$ cat src/rtl/fnn_ctrl_pkg.sv
`default_nettype none
// +----------------------------------------------------------------------------+
// | Module   : fnn_ctrl_pkg                                                    |
// | Brief    : Shared types and width helpers for the layer sequencer.         |
// | Revision : 1.0                                                             |
// +----------------------------------------------------------------------------+
package fnn_ctrl_pkg;

  typedef enum logic [1:0] {
    S_IDLE   = 2'd0,
    S_STREAM = 2'd1,
    S_WAIT   = 2'd2,
    S_DRAIN  = 2'd3
  } seq_state_t;

  localparam int unsigned OUT_LAYER_W = 32;

  // Bits needed to hold every value in 0..max_val, never less than one.
  function automatic int unsigned bits_for(input int unsigned max_val);
    return (max_val < 2) ? 1 : $clog2(max_val + 1);
  endfunction

endpackage
`default_nettype wire

$ cat src/rtl/layer_result_buf.sv
`default_nettype none
// +----------------------------------------------------------------------------+
// | Module   : layer_result_buf                                                |
// | Brief    : Per-neuron activation capture registers, sticky flags, read mux.|
// | Revision : 1.0                                                             |
// +----------------------------------------------------------------------------+
module layer_result_buf #(
  parameter int unsigned NUM_NEURON = 10,
  parameter int unsigned DATA_WIDTH = 16,
  parameter int unsigned IDX_W      = 4
) (
  input  logic                             clk,
  input  logic                             rst,
  input  logic                             cap_en_i,
  input  logic                             clr_i,
  input  logic [NUM_NEURON-1:0]            outvalid_i,
  input  logic [NUM_NEURON*DATA_WIDTH-1:0] act_i,
  input  logic [IDX_W-1:0]                 idx_i,
  output logic                             all_got_o,
  output logic [DATA_WIDTH-1:0]            rd_data_o
);

  logic [DATA_WIDTH-1:0] w_act [NUM_NEURON];
  logic [DATA_WIDTH-1:0] res_q [NUM_NEURON];
  logic [DATA_WIDTH-1:0] res_d [NUM_NEURON];
  logic [NUM_NEURON-1:0] got_q;
  logic [NUM_NEURON-1:0] got_d;
  logic [NUM_NEURON-1:0] w_hit;

  for (genvar k = 0; k < NUM_NEURON; k++) begin : g_slice
    assign w_act[k] = act_i[k*DATA_WIDTH +: DATA_WIDTH];
  end

  assign w_hit     = outvalid_i & {NUM_NEURON{cap_en_i}};
  // Same-cycle arrivals count, so the last flag lets the FSM leave WAIT at once.
  assign all_got_o = &(got_q | w_hit);

  always_comb begin
    got_d = got_q;
    res_d = res_q;
    for (int k = 0; k < NUM_NEURON; k++) begin
      if (w_hit[k]) begin
        res_d[k] = w_act[k];
        got_d[k] = 1'b1;
      end
    end
    if (clr_i) begin
      got_d = '0;
    end
  end

  always_ff @(posedge clk) begin
    if (rst) begin
      got_q <= '0;
      for (int k = 0; k < NUM_NEURON; k++) begin
        res_q[k] <= '0;
      end
    end else begin
      got_q <= got_d;
      res_q <= res_d;
    end
  end

  always_comb begin
    rd_data_o = '0;
    for (int k = 0; k < NUM_NEURON; k++) begin
      if (idx_i == IDX_W'(k)) begin
        rd_data_o = res_q[k];
      end
    end
  end

endmodule
`default_nettype wire

$ cat src/rtl/layer_sequencer.sv
`default_nettype none
// +----------------------------------------------------------------------------+
// | Module   : layer_sequencer                                                 |
// | Brief    : Broadcasts one input frame to a layer of neurons, collects the  |
// |            activations and serializes them downstream.                     |
// | Revision : 1.0                                                             |
// +----------------------------------------------------------------------------+
module layer_sequencer
  import fnn_ctrl_pkg::*;
#(
  parameter int layerNo     = 1,
  parameter int numNeuron   = 10,
  parameter int numWeight   = 784,
  parameter int dataWidth   = 16,
  parameter int waitTimeout = 64
) (
  input  logic                           clk,
  input  logic                           rst,
  input  logic [dataWidth-1:0]           in_data,
  input  logic                           in_valid,
  output logic                           in_ready,
  output logic [dataWidth-1:0]           nrn_data,
  output logic                           nrn_valid,
  input  logic [numNeuron*dataWidth-1:0] nrn_out,
  input  logic [numNeuron-1:0]           nrn_outvalid,
  output logic [dataWidth-1:0]           out_data,
  output logic                           out_valid,
  input  logic                           out_ready,
  output logic [OUT_LAYER_W-1:0]         out_layer,
  output logic                           busy,
  output logic                           done,
  output logic                           err
);

  localparam int unsigned CNT_W = bits_for(numWeight);
  localparam int unsigned TMO_W = bits_for(waitTimeout);
  localparam int unsigned IDX_W = bits_for(numNeuron - 1);

  localparam logic [CNT_W-1:0] LAST_SMP = CNT_W'(numWeight - 1);
  localparam logic [TMO_W-1:0] LAST_TMO = TMO_W'(waitTimeout - 1);
  localparam logic [IDX_W-1:0] LAST_IDX = IDX_W'(numNeuron - 1);
  localparam bit               ONE_SMP  = (numWeight == 1);

  seq_state_t           state_q, state_d;
  logic [CNT_W-1:0]     smp_cnt_q, smp_cnt_d;
  logic [TMO_W-1:0]     tmo_cnt_q, tmo_cnt_d;
  logic [IDX_W-1:0]     idx_q, idx_d;
  logic                 busy_q;
  logic                 done_q, done_d;
  logic                 err_q, err_d;
  logic                 nrn_valid_q;
  logic [dataWidth-1:0] nrn_data_q;

  logic                 w_accept;
  logic                 w_clr;
  logic                 w_cap_en;
  logic                 w_all_got;
  logic [dataWidth-1:0] w_rd_data;

  assign w_accept = in_valid & in_ready;
  assign w_cap_en = (state_q == S_WAIT);

  layer_result_buf #(
    .NUM_NEURON (numNeuron),
    .DATA_WIDTH (dataWidth),
    .IDX_W      (IDX_W)
  ) u_result_buf (
    .clk        (clk),
    .rst        (rst),
    .cap_en_i   (w_cap_en),
    .clr_i      (w_clr),
    .outvalid_i (nrn_outvalid),
    .act_i      (nrn_out),
    .idx_i      (idx_q),
    .all_got_o  (w_all_got),
    .rd_data_o  (w_rd_data)
  );

  always_ff @(posedge clk) begin
    if (rst) begin
      state_q   <= S_IDLE;
      smp_cnt_q <= '0;
      tmo_cnt_q <= '0;
      idx_q     <= '0;
      busy_q    <= 1'b0;
      done_q    <= 1'b0;
      err_q     <= 1'b0;
    end else begin
      state_q   <= state_d;
      smp_cnt_q <= smp_cnt_d;
      tmo_cnt_q <= tmo_cnt_d;
      idx_q     <= idx_d;
      busy_q    <= (state_d != S_IDLE);
      done_q    <= done_d;
      err_q     <= err_d;
    end
  end

  always_comb begin
    state_d   = state_q;
    smp_cnt_d = smp_cnt_q;
    tmo_cnt_d = tmo_cnt_q;
    idx_d     = idx_q;
    done_d    = 1'b0;
    err_d     = 1'b0;
    w_clr     = 1'b0;
    unique case (state_q)
      S_IDLE: begin
        if (w_accept) begin
          if (ONE_SMP) begin
            state_d = S_WAIT;
          end else begin
            state_d   = S_STREAM;
            smp_cnt_d = CNT_W'(1);
          end
        end
      end
      S_STREAM: begin
        if (w_accept) begin
          if (smp_cnt_q == LAST_SMP) begin
            state_d   = S_WAIT;
            smp_cnt_d = '0;
          end else begin
            smp_cnt_d = smp_cnt_q + CNT_W'(1);
          end
        end
      end
      S_WAIT: begin
        // A complete result set wins over a timeout landing in the same cycle.
        if (w_all_got) begin
          state_d   = S_DRAIN;
          tmo_cnt_d = '0;
        end else if (tmo_cnt_q == LAST_TMO) begin
          state_d   = S_IDLE;
          tmo_cnt_d = '0;
          err_d     = 1'b1;
          w_clr     = 1'b1;
        end else begin
          tmo_cnt_d = tmo_cnt_q + TMO_W'(1);
        end
      end
      S_DRAIN: begin
        if (out_ready) begin
          if (idx_q == LAST_IDX) begin
            state_d = S_IDLE;
            idx_d   = '0;
            done_d  = 1'b1;
            w_clr   = 1'b1;
          end else begin
            idx_d = idx_q + IDX_W'(1);
          end
        end
      end
      default: begin
        state_d = S_IDLE;
      end
    endcase
  end

  always_comb begin
    in_ready  = 1'b0;
    out_valid = 1'b0;
    out_data  = '0;
    unique case (state_q)
      S_IDLE, S_STREAM: begin
        in_ready = 1'b1;
      end
      S_DRAIN: begin
        out_valid = 1'b1;
        out_data  = w_rd_data;
      end
      default: begin
        in_ready = 1'b0;
      end
    endcase
  end

  // Broadcast registers: one pulse per accepted sample, data held between pulses.
  always_ff @(posedge clk) begin
    if (rst) begin
      nrn_valid_q <= 1'b0;
      nrn_data_q  <= '0;
    end else begin
      nrn_valid_q <= w_accept;
      if (w_accept) begin
        nrn_data_q <= in_data;
      end
    end
  end

  assign nrn_valid = nrn_valid_q;
  assign nrn_data  = nrn_data_q;
  assign busy      = busy_q;
  assign done      = done_q;
  assign err       = err_q;
  assign out_layer = OUT_LAYER_W'(layerNo);

endmodule
`default_nettype wire

$ cat config.mk
export PLATFORM = sky130hd
export DESIGN_NAME = layer_sequencer
export DESIGN_NICKNAME = d
export VERILOG_FILES = /design/src/rtl/fnn_ctrl_pkg.sv /design/src/rtl/layer_result_buf.sv /design/src/rtl/layer_sequencer.sv
export SDC_FILE = /design/constraint.sdc
export NUM_CORES = 1
export LEC_CHECK = 0
export ABC_AREA = 1
export CAP_MARGIN = 20
export CORE_UTILIZATION = 30
export CTS_BUF_LIST = sky130_fd_sc_hd__clkbuf_4
export DETAILED_ROUTE_END_ITERATION = 16
export DONT_BUFFER_PORTS = 1
export GPL_TIMING_DRIVEN = 0
export PLACE_DENSITY_LB_ADDON = 0.3
export SYNTH_ARGS = -nofsm -noshare
export SYNTH_HDL_FRONTEND = slang
export SYNTH_SLANG_ARGS = --single-unit
$ cat constraint.sdc
create_clock -name clk -period 2.3 [get_ports clk]
set_input_delay 0 -clock clk [delete_from_list [all_inputs] [get_ports clk]]
set_output_delay 0 -clock clk [all_outputs]
set_load 0.005 [all_outputs]
==> impl_metrics.yaml <==
run_status:
  run_status: "completed"
min_path:
  holdCritPathClass: "in -> reg"
  worstHoldPathCells: 3
floorplanning:
  core_area_um2: 31600
  design.die.area_um2: 32800
  initial_cell_density_of_the_core: 0.305
  std_cell_rows: 65
  floorplan.die.width_um: 181
  io_pins: 260
  die-height_um: 181
setup_path:
  timing.reg2reg.worst_path_depth: 7
  timing.critical_path.required_ps: 2300
  worst_path_largest_cell_delay_ps: 400
  timing_worst_setup_path_type: "reg -> out"
  cpLargestDelayFamily: "simple AND/OR/NAND/NOR gates"
  timing.critical_path.from_type: "register"
  critical_path.most_common_cell: "sky130_fd_sc_hd__nand2_2"
  cp.depth: 11
  critPathArrivalTime_ps: 2300
  cpMaxStageDelayCell: "sky130_fd_sc_hd__dfxtp_4"
  cp_num_buf_inv: 3
  critPathMaxFanout: 10
  end_kind: "primary output"
  worstPathCellList: "inv_4 > nor2_4 > nand2_4 > buf_6 > nand3_1 > nand2_2 > nand4_1 > nand2_2 > nand3_2 > nand2_1 > inv_1"
sta:
  unrepaired_setup_endpoints_after_global_routing: "true"
  achievable-frequency_mhz: 436
  final_period_minus_worst_setup_slack_ps: 2300
  report.final.setup_viol: 0
  final.setup_skew_ps: 52.3
  timing.final.max_slew_violations: 0
  timing.max_slew.rel_slack: 0.479
  worst_tran_pin_value_ps: 782
  hold_viol_final: 0
  period_utilization: 0.998
route:
  detail_route.wirelength.met1_um: 16200
  vias: 10800
  met2_wirelength_um: 17400
  ant_nets: 0
  wl_met3_um: 2790
  detail_route.wirelength_um: 37600
  route.detailed.drc: 0
  drtPass1Iterations: 5
  routed_wire_length_per_instance_um: 16.7
  viasPerCell: 4.78
  highest-signal-layer: "met4"
  dr.first_iter.drc_count: 713
logic_synthesis:
  synth.mux.area_fraction: 0
  ys.warnings.count: 0
  netlist_area_um2: 9610
  synth.area.top_cells: "sky130_fd_sc_hd__dfxtp_1 44%, sky130_fd_sc_hd__nand2_1 12%, sky130_fd_sc_hd__a21oi_1 9.6%"
  yosys.area.top_type: "sky130_fd_sc_hd__dfxtp_1"
  synth_simple_gate_area_share: 0.263
  synth.top_cell.area_share: 0.444
  syn_area_per_cell_um2: 6.97
  post_synth_inst_count: 1378
  synth_ff_type: "sky130_fd_sc_hd__dfxtp_1"
  ys_ff_latch: 213
  yosysSeqAreaShare: 0.444
  postSynth.asyncResetShare: 0
  synth_cell_types: 34
  share_of_synthesized_cell_area_in_full_adder_half_adder_and_majority_cells: 0.00260
  synth_top_family_by_area: "simple AND/OR/NAND/NOR gates"
  synth_compound_gate_area_share: 0.170
  synthXorXnorAreaFrac: 0.00456
  synth_enable_flop_cells: 0
clocking:
  h-tree-depth: 2
  clk-insertion-delay-late_ps: 710
  tritoncts: "done"
  clkTransAtPathRegs_ps: 60
  numClockSinks: 213
  cts_buffers: 58
  clk_path_buf_depth: 3
  cts-root-buf: "sky130_fd_sc_hd__clkbuf_4"
pwr:
  total_leakage_power_nw: 5.83
  ir_worst_vdd_v: 0.000376
  total_power_mw: 7.98
  cellPowerDensity_nw_per_um2: 542
global_route:
  grt-ovfl-total: 0
  grt_antenna_before_repair: 5
  grt_pass1_wl_um: 57000
  via_count_of_the_first_global_routing_pass: 10600
  grt.total_usage: 0.224
  grt_max_degree: 17
finish:
  area.growth.synth_to_final_pct: 53.2
  finalNetCount: 1994
  nFillCells: 3141
  final_common_cell: "sky130_fd_sc_hd__dlygate4sd3_1"
  layout_cells_sized_above_1: 0.153
  layout_common_cells: "321 x sky130_fd_sc_hd__dlygate4sd3_1, 280 x sky130_fd_sc_hd__nand2_1, 209 x sky130_fd_sc_hd__dfxtp_1, 183 x sky130_fd_sc_hd__a21oi_1, 144 x sky130_fd_sc_hd__nand3_1"
  post_layout_nonfiller_instances: 2254
placement:
  place_congestion: 0.868
  dp_hpwl_um: 26000
  post-place-cells: 1810
  port-buffer-count: 0
job:
  cap_viol_max_count: 0
-- final cells by class --
class | instances | area (µm²) | area share
clock inverter | 12 | 77.6 | 0.00527
buffer | 117 | 714 | 0.0485
clock buffer | 91 | 683 | 0.0464
timing repair buffer | 334 | 3310 | 0.225
multi-input combinational | 942 | 4610 | 0.313
antenna | 7 | 17.5 | 0.00119
inverter | 136 | 526 | 0.0357
tap | 402 | 503 | 0.0342
sequential | 213 | 4280 | 0.291
-- flip-flops by register name (all words and copies together), names as in the netlist --
| register | flops |
|---|---|
| u_result_buf.res_q | 160 |
| nrn_valid | 1 |
| idx_q | 4 |
| busy | 1 |
| err | 1 |
| done | 1 |
| smp_cnt_q | 10 |
| tmo_cnt_q | 7 |
| u_result_buf.got_q | 10 |
| nrn_data | 16 |
| state_q | 2 |
-- path summary, 6_finish.rpt --
kind / from / to / slack, ps
max: idx_q[1] / out_data[9] / 4
min: nrn_out[109] / u_result_buf.res_q[61] / 30
max reg2reg: state_q[0] / u_result_buf.res_q[67] / 110
min reg2reg: u_result_buf.res_q[63] / u_result_buf.res_q[63] / 450
-- per-stage QoR --
stage / hold slack [ps] / setup WS, ps / util / cell area, µm² / TNS [ps]
after detailed placement: 144 / 151 / 0.324 / 10200 / 0
after floorplan: 135 / 801 / - / 9720 / 0
after global routing: 0.388 / -147 / 0.466 / 14700 / -1740
after global placement: 138 / 198 / 0.324 / 10200 / 0
final: 29.5 / 4.20 / 0.467 / 14700 / 0
after CTS: 0.587 / -114 / 0.459 / 14500 / -1130
-- worst reg2reg max path, stage by stage (launching register included) --
cell and delay (ps):
sky130_fd_sc_hd__dfxtp_1 500, sky130_fd_sc_hd__nor2_4 110, sky130_fd_sc_hd__buf_12 170, sky130_fd_sc_hd__nand2_1 100
sky130_fd_sc_hd__clkbuf_1 400, sky130_fd_sc_hd__o21ai_0 160, sky130_fd_sc_hd__dlygate4sd3_1 590, sky130_fd_sc_hd__a21oi_1 150
-- cells in the mapped netlist, types with 3 or more instances --
library cell	number
sky130_fd_sc_hd__nand2_1	311
sky130_fd_sc_hd__dfxtp_1	213
sky130_fd_sc_hd__a21oi_1	184
sky130_fd_sc_hd__nand3_1	158
sky130_fd_sc_hd__inv_1	133
sky130_fd_sc_hd__o21ai_0	110
sky130_fd_sc_hd__nor2_1	84
sky130_fd_sc_hd__clkbuf_1	54
sky130_fd_sc_hd__buf_4	34
sky130_fd_sc_hd__buf_2	19
sky130_fd_sc_hd__nand4_1	19
sky130_fd_sc_hd__a21oi_2	10
sky130_fd_sc_hd__buf_1	9
sky130_fd_sc_hd__nand2_4	5
sky130_fd_sc_hd__nor3_1	5
sky130_fd_sc_hd__a211oi_1	3
sky130_fd_sc_hd__xor2_1	3
-- metal layers --
| metal | track usage | up-vias |
|---|---|---|
| met1 | 0.282 | 4920 |
| met4 | 0.0922 | 0 |
| met2 | 0.368 | 442 |
| met5 | 0 | - |
| li1 | - | 5332 |
| met3 | 0.0502 | 70 |
-- kinds of logic after synthesis --
kind of cell / Yosys count
and+or+nand+nor: 588
xor gates and xnor gates: 5
other: 2
AOI/OAI and AO/OA: 315
DFF: 213
buffers and inverters: 253
adders and majority gates: 2
-- report_power, final --
| group | internal [mW] | total, mW | switching (mW) |
|---|---|---|---|
| registers | 3.71 | 3.73 | 0.0209 |
| clock network | 1.90 | 3.57 | 1.67 |
| logic | 0.396 | 0.675 | 0.279 |
-- what timing repair did --
item / CTS / global route
setup endpoints to repair: 16 / 75
resized for setup: 89 / 88
hold endpoints to repair: 208 / 2
buffers inserted: 5 / 7
hold buffers: 319 / 2
cloned: 1 / 0
pin swaps: 16 / 20
(Power assumes the default switching activity.)
